[src/rtl/tpu_sequencer_if.sv]
// Host/TPU-facing bundle for tpu_sequencer; slave = sequencer side, master = host/bench side.
interface tpu_sequencer_if #(
  parameter int BIT_WIDTH = 16,
  parameter int ACC_WIDTH = 40,
  parameter int DEPTH     = 4
);
  logic                               i_start;
  logic [BIT_WIDTH*DEPTH*DEPTH-1:0]   i_wt_mat;
  logic [BIT_WIDTH*DEPTH*DEPTH-1:0]   i_dat_mat;
  logic [ACC_WIDTH*DEPTH-1:0]         i_pe_acc_in;
  logic                               o_busy;
  logic                               o_done;
  logic                               o_tpu_control;
  logic [BIT_WIDTH*DEPTH-1:0]         o_tpu_wt_arr;
  logic [BIT_WIDTH*DEPTH-1:0]         o_tpu_data_arr;
  logic [ACC_WIDTH*DEPTH-1:0]         o_result;

  modport slave (
    input  i_start, i_wt_mat, i_dat_mat, i_pe_acc_in,
    output o_busy, o_done, o_tpu_control, o_tpu_wt_arr, o_tpu_data_arr, o_result
  );

  modport master (
    output i_start, i_wt_mat, i_dat_mat, i_pe_acc_in,
    input  o_busy, o_done, o_tpu_control, o_tpu_wt_arr, o_tpu_data_arr, o_result
  );
endinterface

[src/rtl/tpu_sequencer.sv]
// Latches a weight/data matrix pair on start and steps the systolic TPU through load/settle/feed/drain/capture; done 13+DRAIN_CYCLES edges after accept, start ignored while busy.
// Optional macro TPU_SEQ_RELU_EN clamps negative captured accumulator lanes to zero.
module tpu_sequencer #(
  parameter int BIT_WIDTH    = 16,
  parameter int ACC_WIDTH    = 40,
  parameter int DEPTH        = 4,
  parameter int DRAIN_CYCLES = 8
) (
  input  logic             clk,
  input  logic             rst_n,
  tpu_sequencer_if.slave   bus
);
  localparam int COL_W = BIT_WIDTH * DEPTH;
  localparam int MAT_W = COL_W * DEPTH;
  localparam int RES_W = ACC_WIDTH * DEPTH;

  localparam logic [7:0] LAST_LOAD  = 8'(DEPTH - 1);
  localparam logic [7:0] LAST_FEED  = 8'(2 * DEPTH - 2);
  localparam logic [7:0] LAST_DRAIN = 8'(DRAIN_CYCLES - 1);

  typedef enum logic [2:0] {
    S_IDLE, S_LOAD_W, S_SETTLE, S_FEED, S_DRAIN, S_CAPTURE, S_DONE
  } state_t;

  state_t             r_state;
  logic [7:0]         r_cnt;
  logic [MAT_W-1:0]   r_wt;
  logic [MAT_W-1:0]   r_dat;
  logic               r_busy;
  logic               r_done;
  logic               r_ctl;
  logic [COL_W-1:0]   r_wt_arr;
  logic [COL_W-1:0]   r_data_arr;
  logic [RES_W-1:0]   r_result;

  state_t             w_state_nxt;
  logic [7:0]         w_cnt_nxt;
  logic               w_accept;
  logic [MAT_W-1:0]   w_wt_src;
  logic [COL_W-1:0]   w_wt_arr_nxt;
  logic [COL_W-1:0]   w_data_arr_nxt;
  logic [RES_W-1:0]   w_result_nxt;

  always_comb begin
    w_state_nxt = r_state;
    case (r_state)
      S_IDLE:    if (bus.i_start)          w_state_nxt = S_LOAD_W;
      S_LOAD_W:  if (r_cnt == LAST_LOAD)   w_state_nxt = S_SETTLE;
      S_SETTLE:                            w_state_nxt = S_FEED;
      S_FEED:    if (r_cnt == LAST_FEED)   w_state_nxt = S_DRAIN;
      S_DRAIN:   if (r_cnt == LAST_DRAIN)  w_state_nxt = S_CAPTURE;
      S_CAPTURE:                           w_state_nxt = S_DONE;
      S_DONE:                              w_state_nxt = S_IDLE;
      default:                             w_state_nxt = S_IDLE;
    endcase
    w_accept  = (r_state == S_IDLE) && bus.i_start;
    w_cnt_nxt = ((w_state_nxt != r_state) || (r_state == S_IDLE)) ? 8'd0 : r_cnt + 8'd1;
  end

  // Outputs are computed from the upcoming state/count so the registered
  // values line up with the state they belong to; column 0 comes straight
  // from the input on the accept edge because the latch is not yet loaded.
  always_comb begin
    w_wt_src       = w_accept ? bus.i_wt_mat : r_wt;
    w_wt_arr_nxt   = '0;
    w_data_arr_nxt = '0;
    if (w_state_nxt == S_LOAD_W) begin
      for (int c = 0; c < DEPTH; c++) begin
        if (w_cnt_nxt == 8'(c)) w_wt_arr_nxt = w_wt_src[c*COL_W +: COL_W];
      end
    end
    if (w_state_nxt == S_FEED) begin
      for (int r = 0; r < DEPTH; r++) begin
        for (int j = 0; j < DEPTH; j++) begin
          if (w_cnt_nxt == 8'(r + j))
            w_data_arr_nxt[r*BIT_WIDTH +: BIT_WIDTH] = r_dat[(DEPTH*r + j)*BIT_WIDTH +: BIT_WIDTH];
        end
      end
    end
  end

`ifdef TPU_SEQ_RELU_EN
  always_comb begin
    w_result_nxt = '0;
    for (int l = 0; l < DEPTH; l++) begin
      if (!bus.i_pe_acc_in[l*ACC_WIDTH + ACC_WIDTH - 1])
        w_result_nxt[l*ACC_WIDTH +: ACC_WIDTH] = bus.i_pe_acc_in[l*ACC_WIDTH +: ACC_WIDTH];
    end
  end
`else
  always_comb begin
    w_result_nxt = bus.i_pe_acc_in;
  end
`endif

  always_ff @(posedge clk or negedge rst_n) begin
    if (!rst_n) begin
      r_state    <= S_IDLE;
      r_cnt      <= 8'd0;
      r_wt       <= '0;
      r_dat      <= '0;
      r_busy     <= 1'b0;
      r_done     <= 1'b0;
      r_ctl      <= 1'b0;
      r_wt_arr   <= '0;
      r_data_arr <= '0;
      r_result   <= '0;
    end else begin
      r_state    <= w_state_nxt;
      r_cnt      <= w_cnt_nxt;
      if (w_accept) begin
        r_wt  <= bus.i_wt_mat;
        r_dat <= bus.i_dat_mat;
      end
      r_busy     <= (w_state_nxt != S_IDLE);
      r_done     <= (w_state_nxt == S_DONE);
      r_ctl      <= (w_state_nxt == S_LOAD_W);
      r_wt_arr   <= w_wt_arr_nxt;
      r_data_arr <= w_data_arr_nxt;
      if (r_state == S_CAPTURE) r_result <= w_result_nxt;
    end
  end

  assign bus.o_busy         = r_busy;
  assign bus.o_done         = r_done;
  assign bus.o_tpu_control  = r_ctl;
  assign bus.o_tpu_wt_arr   = r_wt_arr;
  assign bus.o_tpu_data_arr = r_data_arr;
  assign bus.o_result       = r_result;
endmodule

[src/flat_wrapper.sv]
// flat-port wrapper written by rule: the top's interface ports become plain ports
module tpu_sequencer_flat 
#(
  parameter int BIT_WIDTH    = 16,
  parameter int ACC_WIDTH    = 40,
  parameter int DEPTH        = 4,
  parameter int DRAIN_CYCLES = 8
)
  (clk, rst_n, bus_i_start, bus_i_wt_mat, bus_i_dat_mat, bus_i_pe_acc_in, bus_o_busy, bus_o_done, bus_o_tpu_control, bus_o_tpu_wt_arr, bus_o_tpu_data_arr, bus_o_result);
  tpu_sequencer_if #(.BIT_WIDTH(BIT_WIDTH), .ACC_WIDTH(ACC_WIDTH), .DEPTH(DEPTH)) bus_i ();
  input  logic clk;
  input  logic rst_n;
  input wire logic [$bits(bus_i.i_start)-1:0] bus_i_start;
  input wire logic [$bits(bus_i.i_wt_mat)-1:0] bus_i_wt_mat;
  input wire logic [$bits(bus_i.i_dat_mat)-1:0] bus_i_dat_mat;
  input wire logic [$bits(bus_i.i_pe_acc_in)-1:0] bus_i_pe_acc_in;
  output wire logic [$bits(bus_i.o_busy)-1:0] bus_o_busy;
  output wire logic [$bits(bus_i.o_done)-1:0] bus_o_done;
  output wire logic [$bits(bus_i.o_tpu_control)-1:0] bus_o_tpu_control;
  output wire logic [$bits(bus_i.o_tpu_wt_arr)-1:0] bus_o_tpu_wt_arr;
  output wire logic [$bits(bus_i.o_tpu_data_arr)-1:0] bus_o_tpu_data_arr;
  output wire logic [$bits(bus_i.o_result)-1:0] bus_o_result;
  assign bus_i.i_start = bus_i_start;
  assign bus_i.i_wt_mat = bus_i_wt_mat;
  assign bus_i.i_dat_mat = bus_i_dat_mat;
  assign bus_i.i_pe_acc_in = bus_i_pe_acc_in;
  assign bus_o_busy = bus_i.o_busy;
  assign bus_o_done = bus_i.o_done;
  assign bus_o_tpu_control = bus_i.o_tpu_control;
  assign bus_o_tpu_wt_arr = bus_i.o_tpu_wt_arr;
  assign bus_o_tpu_data_arr = bus_i.o_tpu_data_arr;
  assign bus_o_result = bus_i.o_result;
  tpu_sequencer #(.BIT_WIDTH(BIT_WIDTH), .ACC_WIDTH(ACC_WIDTH), .DEPTH(DEPTH), .DRAIN_CYCLES(DRAIN_CYCLES)) u_core (.clk(clk), .rst_n(rst_n), .bus(bus_i));
endmodule
[config.mk]
export PLATFORM = sky130hd
export DESIGN_NAME = tpu_sequencer_flat
export DESIGN_NICKNAME = d
export VERILOG_FILES = /design/src/rtl/tpu_sequencer_if.sv /design/src/rtl/tpu_sequencer.sv /design/src/flat_wrapper.sv
export SDC_FILE = /design/constraint.sdc
export NUM_CORES = 1
export LEC_CHECK = 0
export CAP_MARGIN = 20
export CORE_AREA = 4 4 369 371
export CTS_CLUSTER_DIAMETER = 60
export CTS_CLUSTER_SIZE = 10
export DETAILED_ROUTE_END_ITERATION = 12
export DIE_AREA = 0 0 373 375
export GPL_ROUTABILITY_DRIVEN = 0
export PLACE_DENSITY = 0.48
export SYNTH_ARGS = -nofsm -noshare
export SYNTH_HDL_FRONTEND = slang
export SYNTH_SLANG_ARGS = --single-unit
[constraint.sdc]
create_clock -name clk -period 5.8 [get_ports clk]
set_input_delay 1.16 -clock clk [delete_from_list [all_inputs] [get_ports clk]]
set_output_delay 1.16 -clock clk [all_outputs]
set_load 0.01 [all_outputs]
# ---- Word-level counts from Yosys, hierarchy flattened
# Index checks and enable logic that the tools add are counted.
dict set report word_totals {
  register_bits 814
  output_inout_bits 291
  in_bits 675
  word_cells 63
}
dict set report classes {
  n_mux 29
  n_reduce_logical 5
  n_eq_ne 18
  n_addsub 1
}
# operator count
set ops {}
lappend ops {{two-way mux 64 bit} 6}
lappend ops {{two-way mux 16 bit} 16}
lappend ops {{two-way mux 256 bit} 1}
lappend ops {{equality test 8 x 3 -> 1 bit, second input constant} 5}
lappend ops {{equality test 8 x 2 -> 1 bit, second input constant} 3}
lappend ops {{one-hot mux 3 bit (6 select lines)} 1}
lappend ops {{two-way mux 3 bit} 4}
lappend ops {{equality test 3 x 2 -> 1 bit, second input constant} 3}
lappend ops {{equality test 3 bit, second input constant} 3}
lappend ops {{adder 8 x 1 -> 8 bit, second input constant} 1}
lappend ops {{equality test 8 x 1 -> 1 bit, second input constant} 1}
lappend ops {{logical NOT 8 bit} 1}
lappend ops {{two-way mux 8 bit} 1}
lappend ops {{equality test 3 x 1 -> 1 bit, second input constant} 2}
lappend ops {{logical NOT 3 bit} 1}
lappend ops {{inequality test 3 bit} 1}
lappend ops {{nonzero test 3 bit} 1}
lappend ops {{logical AND 1 bit} 1}
lappend ops {{logical OR 1 bit} 1}

# ---- Logic depth before layout (Yosys ltp)
# Gate-level depths: netlist of the first run.
dict set report depth {
  word_depth 12
  ltp_mapped 14
  depth_no_buf 8
}

# ---- Worst setup path before layout of the first run
# No wires, ideal clock.
dict set report synth_timing {
  path_kind {input to register}
  startpoint {in bus_i_start}
  endpoint {reg u_core.r_wt_arr[17] (netlist: u_core.bus.o_tpu_wt_arr[17])}
  stages 7
  setup_time_ps 133
  n_path_buf 2
  path_slack_ps 2979
  t_required_ps 5667
  arrival_ps 2688
  cell_sequence {nor4b_2 buf_2 buf_2 mux2_2 a22o_1 a21oi_1 a21oi_1}
}
dict set report synth_via {
  elab_cells_between_ends 17
  cone_classes {eq/ne (5); mux (9); reduce/logical (3)}
}
# element line
set synth_lines {}
lappend synth_lines {{start, declared} flat_wrapper.sv:13} ;# input wire logic [$bits(bus_i.i_start)-1:0] bus_i_start;
lappend synth_lines {{logical AND 1 bit} tpu_sequencer.sv:56} ;# w_accept = (r_state == S_IDLE) && bus.i_start;
lappend synth_lines {{two-way mux 256 bit} n/a}
lappend synth_lines {{via u_core.w_wt_src[81]} tpu_sequencer.sv:39} ;# logic [MAT_W-1:0] w_wt_src;
lappend synth_lines {{two-way mux 64 bit (3 in series)} tpu_sequencer.sv:69} ;# if (w_cnt_nxt == 8'(c)) w_wt_arr_nxt = w_wt_src[c*COL_W +: COL_W];
lappend synth_lines {{two-way mux 64 bit} tpu_sequencer.sv:67} ;# if (w_state_nxt == S_LOAD_W) begin
lappend synth_lines {{via u_core.w_wt_arr_nxt[17]} tpu_sequencer.sv:40} ;# logic [COL_W-1:0] w_wt_arr_nxt;
lappend synth_lines {{end signal, assigned} tpu_sequencer.sv:118} ;# r_wt_arr <= w_wt_arr_nxt;
lappend synth_lines {{end, declared} tpu_sequencer.sv:32} ;# logic [COL_W-1:0] r_wt_arr;
# The timed path passes the listed nets, and every way through them passes these cells.
# A chain may end at the register's enable or synchronous reset.

# ---- Worst setup path after layout of the first run
dict set report layout_timing {
  startpoint {reg u_core.r_cnt[0]}
  endpoint {reg u_core.r_wt_arr[3] (netlist: u_core.bus.o_tpu_wt_arr[3])}
}
dict set report layout_via {
  elab_chain_len 12
  elab_cells_between_ends 21
  cone_classes {add/sub (1); eq/ne (8); mux (10); reduce/logical (2)}
}
# element line
set layout_rtl {}
lappend layout_rtl {{start, declared} tpu_sequencer.sv:26} ;# logic [7:0] r_cnt;
lappend layout_rtl {{start signal, assigned} tpu_sequencer.sv:110} ;# r_cnt <= w_cnt_nxt;
lappend layout_rtl {{equality test 8 x 3 -> 1 bit (tied with other cells)} tpu_sequencer.sv:51} ;# S_DRAIN: if (r_cnt == LAST_DRAIN) w_state_nxt = S_CAPTURE;
lappend layout_rtl {{two-way mux 3 bit, on equally long branches} {tpu_sequencer.sv:51, tpu_sequencer.sv:48, tpu_sequencer.sv:50}}
lappend layout_rtl {{one-hot mux 3 bit (6 select lines)} tpu_sequencer.sv:46} ;# case (r_state)
lappend layout_rtl {{inequality test 3 bit} tpu_sequencer.sv:57} ;# w_cnt_nxt = ((w_state_nxt != r_state) || (r_state == S_IDLE)) ? 8'd0 : r_cnt + 8'd1;
lappend layout_rtl {{logical OR 1 bit} tpu_sequencer.sv:57}
lappend layout_rtl {{two-way mux 8 bit} tpu_sequencer.sv:57}
lappend layout_rtl {{logical NOT 8 bit} tpu_sequencer.sv:69}
lappend layout_rtl {{two-way mux 64 bit (4 in series)} tpu_sequencer.sv:69}
lappend layout_rtl {{two-way mux 64 bit (*)} tpu_sequencer.sv:67}
lappend layout_rtl {{via u_core.w_wt_arr_nxt[3]} tpu_sequencer.sv:40}
# Mark *: on every way through the listed nets, which the timed path passes. The rest lies on a longest branch.

==> results of run 1 <==
[area by class of cell]
cell class                 instances  share of cell area, %
clock buffer                     122                  5.579
clock inverter                    32                 0.9994
timing repair buffer            1024                  21.25
sequential                       814                  41.94
tap                             1768                  4.554
inverter                          85                 0.6620
multi-input combinational       2383                  24.89
antenna                           24                 0.1236
[cell families after synthesis]
logic type	count (synthesis)
AND/OR/NAND/NOR	1730
flip-flops	814
AO/OA/AOI/OAI	512
buffers and inverters	333
multiplexers	129
XOR/XNOR	10
adder cells (fa/ha/maj)	2
[synth_stat cells (3+ instances only)]
master,number,area [um2]
nand2_1,1547,5807
dfrtp_1,814,20370
clkbuf_1,157,589.3
o21ai_0,147,735.7
mux2_2,128,1441
a21oi_1,100,500.5
inv_1,84,315.3
buf_2,76,380.4
a22o_1,64,560.5
o211a_1,62,620.6
nand3_1,52,260.3
nor2_1,39,146.4
nor2b_1,34,212.7
a22oi_1,33,247.7
o22ai_1,33,206.5
o41ai_1,18,157.7
a311oi_1,16,140.1
a2111oi_2,15,225.2
a211oi_1,15,112.6
nor3_1,15,75.07
nor4_1,15,93.84
buf_1,7,26.28
xnor2_1,6,52.55
buf_4,4,30.03
xor2_1,4,35.03
buf_6,3,33.78
nand2b_1,3,18.77
[worst reg2reg max path: stages, from the launching register on]
cell       delay, ns
dfrtp_4         0.81
ha_1            0.50
nand3_1         0.19
o21ai_1         0.20
o2111ai_1       0.48
o21bai_4        0.72
buf_4           0.62
a22o_1          0.35
o211a_1         0.14
[power breakdown]
part           internal (W)  switching [W]  leakage [nW]  total (W)
clock network       0.00359        0.00263          1.55    0.00622
registers           0.00828        0.00124          10.1    0.00952
logic               0.00496        0.00699          10.9     0.0120
total                0.0168         0.0109          22.5     0.0277
[stage by stage]
step	power, W	setup slack, ns	hold slack (ns)	util (%)	cell area [um2]
floorplan	0.01605	2.979	0.4376	-	33760
global placement	0.02150	1.708	0.4532	34.05	45260
detailed placement	0.02165	1.668	0.4593	34.07	45290
CTS	0.02805	1.656	0.4736	36.47	48490
global route	0.02954	1.461	0.4813	36.51	48550
finish	0.02769	1.745	0.4710	36.54	48580
[state kept, by name, indices dropped and copies added (netlist names)]
signal,flops
u_core.bus.o_result,160
u_core.bus.o_tpu_data_arr,64
u_core.bus.o_tpu_wt_arr,64
u_core.bus.o_busy,1
u_core.r_dat,256
u_core.r_wt,256
u_core.bus.o_done,1
u_core.r_cnt,8
u_core.bus.o_tpu_control,1
u_core.r_state,3
[layer usage]
layer / global-route usage (%) / up-vias / share of wire (%)
met5: 0 / - / 0.081
met4: 5.556 / 18 / 2.2
met3: 7.145 / 190 / 7.8
met2: 32.29 / 919 / 46
met1: 27.66 / 14120 / 44
li1: - / 13290 / -
[final timing paths]
check	start	endpoint	slack, ns	depth (start not counted)
max	u_core.r_cnt[0]$_DFF_PN0_	u_core.bus.o_tpu_wt_arr[3]$_DFF_PN0_	1.75	8
min	u_core.bus.o_result[156]$_DFFE_PN0N_	u_core.bus.o_result[156]$_DFFE_PN0N_	0.47	2
max reg2reg	u_core.r_cnt[0]$_DFF_PN0_	u_core.bus.o_tpu_wt_arr[3]$_DFF_PN0_	1.75	8
min reg2reg	u_core.bus.o_result[156]$_DFFE_PN0N_	u_core.bus.o_result[156]$_DFFE_PN0N_	0.47	2
max in group asynchronous	rst_n	u_core.bus.o_result[90]$_DFFE_PN0N_	3.99	2
min in group asynchronous	rst_n	u_core.bus.o_result[23]$_DFFE_PN0N_	0.53	1
==> metrics.yaml, run 1 <==
synthXorXnorAreaFrac_pct: 0.2594
grtUsageTotal_pct: 20.80
synth_top_family_by_area: "simple AND/OR/NAND/NOR gates"
crit_fanout: 43
grt_pass1_wl_um: 215800
status: "finished clean"
postCtsHoldBufs: 0
rsz0062_at_grt: "false"
final.setup.tns_ns: 0
synth_seq_area_share_pct: 60.34
yosys.area_share.simple_pct: 20.26
cp-end-kind: "flop"
p_leak_nw: 22.54
overflow: 0
multi_input_area_um2: 12090
muxShareOfSynthArea_pct: 4.299
row_count: 134
dp_cells: 6073
cts.path.max_buffers: 3
syn_area_um2: 33760
viasPerCell: 4.563
vdd_drop_max_uv: 551.3
yosys.area_share.adder_pct: 0.07412
final_net_count: 5089
setup_viol: 0
min_path_type: "reg -> reg"
ff_latch_area_um2: 20370
dr_total_vias: 28530
slowest_delay_ns: 0.81
synth.distinct_cells: 57
hpwl_um: 107800
worst_ep_arrival_time_ns: 4.70
cp-start-kind: "flop"
fillerInstances: 13450
maxSlewViolCount: 0
synth_compound_area_share_pct: 10.67
synthCells: 3530
coreArea_um2: 133000
numCtsBuffers: 104
antenna_found_initial: 41
dieHeight_um: 375
period_needed_ns: 4.055
syn2layout_area_growth_pct: 43.88
routed_wl_um: 150800
cts_root_buf: "clkbuf_16"
syn_area_per_cell_um2: 9.564
clkLatencyLatePin_ns: 0.72
relSlewSlack_pct: 22.54
crit_slowest_cell: "dfrtp_4"
min_period_over_period_pct: 69.91
crit_required_ns: 6.45
firstDrtPassIters: 9
clk_pin_slew_ns: 0.05
port_buffers: 965
fmax_ghz: 0.2466
drt_iter0_drc: 2175
worst_slew_pin_slew_ns: 1.162
hold_viol_final: 0
die_area_um2: 139900
worst-path-buf-inv: 1
tritoncts: "yes"
cp_top_family: "compound AO/OA/AOI/OAI gates"
path_class: "reg -> reg"
final_common_cell: "nand2_1"
postSynth.asyncResetShare_pct: 100.0
grt_pass1_vias: 29580
synth_seq_cells: 814
synth_edf_count: 0
antenna_left: 0
cp_cell_sequence: "ha_1 > nand3_1 > o21ai_1 > o2111ai_1 > o21bai_4 > buf_4 > a22o_1 > o211a_1"
skew_ns: 0.04466
synth.net_count: 4207
max-cap-violations: 0
ys_warn_count: 0
fin_cells: 6252
postCtsSetupRepairBufs: 0
drive_gt1_share_pct: 8.341
dieWidth_um: 373
cts_htree_levels: 3
ios: 966
cts-resized-gates: 0
start_util_pct: 25.39
cts_sinks: 814
wl_per_cell_um: 24.11
drc: 0
final_cell_mix: "nand2_1, clkdlybuf4s50_1, dfrtp_1, o21ai_0, mux2_2"
ys.flop_type: "dfrtp_1"
power_density_nw_per_um2: 570.1
grt_max_degree: 223
No activity file was read; power rests on OpenSTA's default activity.
==> run 2, diff against run 1 <==
--- a/config.mk
+++ b/config.mk
@@ -6,13 +6,13 @@
 export NUM_CORES = 1
 export LEC_CHECK = 0
 export CAP_MARGIN = 20
-export CORE_AREA = 4 4 369 371
+export CORE_AREA = 4 4 371 373
 export CTS_CLUSTER_DIAMETER = 60
 export CTS_CLUSTER_SIZE = 10
 export DETAILED_ROUTE_END_ITERATION = 12
-export DIE_AREA = 0 0 373 375
+export DIE_AREA = 0 0 375 377
 export GPL_ROUTABILITY_DRIVEN = 0
-export PLACE_DENSITY = 0.48
+export PLACE_DENSITY = 0.49
 export SYNTH_ARGS = -nofsm -noshare
 export SYNTH_HDL_FRONTEND = slang
 export SYNTH_SLANG_ARGS = --single-unit
==> constraint.sdc (replaced) <==
create_clock -name clk -period 3.5 [get_ports clk]
set_input_delay 0.7 -clock clk [delete_from_list [all_inputs] [get_ports clk]]
set_output_delay 0.7 -clock clk [all_outputs]
set_load 0.01 [all_outputs]
==> run 2 against run 1 <==
- hold slack got worse by 0.42 ns
- clock power rose by 60%
- sequential cell count is the same
- cell count increased by 0.67%
- largest power group unchanged
==> metrics.yaml, run 2 (same netlist as run 1, synthesis figures left out) <==
firstDrtPassIters: 5  # was 9
cp-end-kind: "flop"  # unchanged
numCtsBuffers: 100  # was 104
final_cell_mix: "nand2_1, clkdlybuf4s50_1, dfrtp_1, o21ai_0, mux2_2"  # unchanged
antenna_found_initial: 30  # was 41
rsz0062_at_grt: "false"  # unchanged
cts.path.max_buffers: 3  # unchanged
cp-start-kind: "flop"  # unchanged
crit_fanout: 16  # was 43
drt_iter0_drc: 2221  # was 2,175
final_common_cell: "nand2_1"  # unchanged
maxSlewViolCount: 0  # unchanged
row_count: 135  # was 134
syn2layout_area_growth_pct: 45.31  # was 43.88%
tritoncts: "yes"  # unchanged
grt_max_degree: 161  # was 223
cts_root_buf: "clkbuf_16"  # unchanged
cts-resized-gates: 0  # unchanged
dieHeight_um: 377  # was 375 um
ios: 966  # unchanged
status: "finished clean"  # unchanged
cp_cell_sequence: "ha_1 > nand3_1 > o21ai_1 > o2111ai_1 > buf_4 > or2_2 > buf_4 > nor4_1 > nor3_1"  # was ha_1 > nand3_1 > o21ai_1 > o2111ai_1 > o21bai_4 > buf_4 > a22o_1 > o211a_1
crit_slowest_cell: "nor4_1"  # was dfrtp_4
swShare_pct: 38.96  # was 39.21%
grtUsageTotal_pct: 20.33  # was 20.80%
worst_slew_pin_slew_ns: 0.9631  # was 1.162 ns
pwr-share-comb_pct: 44.5  # was 43.2%
hold_viol_final: 0  # unchanged
vdd_drop_max_uv: 526.9  # was 551.3 uV
path_class: "reg -> reg"  # unchanged
power_frac_seq_pct: 34.0  # was 34.4%
fillerInstances: 13590  # was 13,450
hpwl_um: 108200  # was 107,800 um
postCtsSetupRepairBufs: 0  # unchanged
die_area_um2: 141400  # was 139,900 um2
relSlewSlack_pct: 35.79  # was 22.54%
grt_pass1_vias: 29170  # was 29,580
cts_htree_levels: 3  # unchanged
routed_wl_um: 148700  # was 150,800 um
worst-path-buf-inv: 2  # was 1
dr_total_vias: 28650  # was 28,530
port_buffers: 965  # unchanged
drc: 0  # unchanged
min_period_over_period_pct: 86.87  # was 69.91%
cpMostUsedCell: "buf_4"
power_density_nw_per_um2: 941.0  # was 570.1 nW/um2
p_leak_nw: 22.80  # was 22.54 nW
slowest_delay_ns: 0.62  # was 0.81 ns
antenna_left: 0  # unchanged
grt_pass1_wl_um: 212400  # was 215,800 um
setup_viol: 0  # unchanged
dieWidth_um: 375  # was 373 um
clkLatencyLatePin_ns: 0.71  # was 0.72 ns
utilization_pct: 36.44  # was 36.54%
start_util_pct: 25.08  # was 25.39%
final_net_count: 5133  # was 5,089
wl_per_cell_um: 23.63  # was 24.11 um
coreArea_um2: 134600  # was 133,000 um2
period_needed_ns: 3.041  # was 4.055 ns
p_int_w: 0.02818  # was 0.01684 W
worst_ep_arrival_time_ns: 3.59  # was 4.70 ns
crit_required_ns: 4.05  # was 6.45 ns
final.setup.tns_ns: 0  # unchanged
drive_gt1_share_pct: 9.146  # was 8.341%
p_switching_w: 0.01799  # was 0.01086 W
cts_sinks: 814  # unchanged
clk_pin_slew_ns: 0.06  # was 0.05 ns
overflow: 0  # unchanged
skew_ns: 0.03379  # was 0.04466 ns
postCtsHoldBufs: 0  # unchanged
fmax_ghz: 0.3289  # was 0.2466 GHz
viasPerCell: 4.551  # was 4.563
max-cap-violations: 0  # unchanged
power.share.clock_pct: 21.6  # was 22.5%
cp_top_family: "simple AND/OR/NAND/NOR gates"  # was compound AO/OA/AOI/OAI gates
min_path_type: "in -> async"  # was reg -> reg
run 2: power by group through the flow:
stage	clock [W]	combinational, W	sequential (W)
5_1_grt	0.0106	0.0226	0.0161
2_1_floorplan	0	0.0108	0.0158
6_report	0.00995	0.0205	0.0157
3_3_place_gp	0	0.0206	0.0157
4_1_cts	0.0102	0.0209	0.0157
3_5_place_dp	0	0.0208	0.0158
run 2: worst paths after layout:
| kind | start | to | slack, ns | cells after the start |
|---|---|---|---|---|
| hold reg to reg | u_core.r_dat[18]$_DFFE_PN0P_ | u_core.r_dat[18]$_DFFE_PN0P_ | 0.47 | 2 |
| max in group asynchronous | rst_n | u_core.bus.o_tpu_data_arr[48]$_DFF_PN0_ | 2.42 | 2 |
| setup reg to reg | u_core.r_cnt[1]$_DFF_PN0_ | u_core.bus.o_tpu_data_arr[59]$_DFF_PN0_ | 0.46 | 9 |
| min in group clk | u_core.r_dat[18]$_DFFE_PN0P_ | u_core.r_dat[18]$_DFFE_PN0P_ | 0.47 | 2 |
| hold / removal | rst_n | u_core.r_dat[93]$_DFFE_PN0P_ | 0.05 | 1 |
| setup / recovery | u_core.r_cnt[1]$_DFF_PN0_ | u_core.bus.o_tpu_data_arr[59]$_DFF_PN0_ | 0.46 | 9 |
run 2: area by class of cell:
class | instances | area [um2] | area share, %
Antenna cell | 19 | 47.55 | 0.09692
Clock buffer | 118 | 2660 | 5.422
Clock inverter | 22 | 374.1 | 0.7626
Inverter | 85 | 322.8 | 0.6580
Multi-Input combinational cell | 2383 | 12090 | 24.65
Sequential cell | 814 | 20370 | 41.53
Tap cell | 1781 | 2228 | 4.542
Timing Repair Buffer | 1072 | 10960 | 22.34
run 2: worst reg2reg max path: stages (launching register included):
cell       delay, ns
dfrtp_1         0.44
ha_1            0.45
nand3_1         0.20
o21ai_1         0.21
o2111ai_1       0.13
buf_4           0.20
or2_2           0.29
buf_4           0.22
nor4_1          0.64
nor3_1          0.11
run 2: per-stage QoR:
step	area, um2	hold slack (ns)	total power (W)	setup WS (ns)	instances
2_1_floorplan	33760	0.4044	0.02660	0.7739	3530
3_3_place_gp	45960	0.4534	0.03632	0.1689	6133
3_5_place_dp	45970	0.4597	0.03653	0.1905	6134
4_1_cts	49000	0.04157	0.04677	0.1316	6274
5_1_grt	49030	0.07200	0.04926	0.3298	6285
6_report	49060	0.04992	0.04617	0.4594	6294
run 2: metal layers:
metal | track usage (%) | vias up | routed length (um)
met4 | 5.527 | 12 | 2763
met2 | 31.62 | 788 | 68840
met3 | 5.303 | 166 | 9995
li1 | - | 13360 | -
met1 | 28.06 | 14320 | 67050
met5 | 0 | - | 70
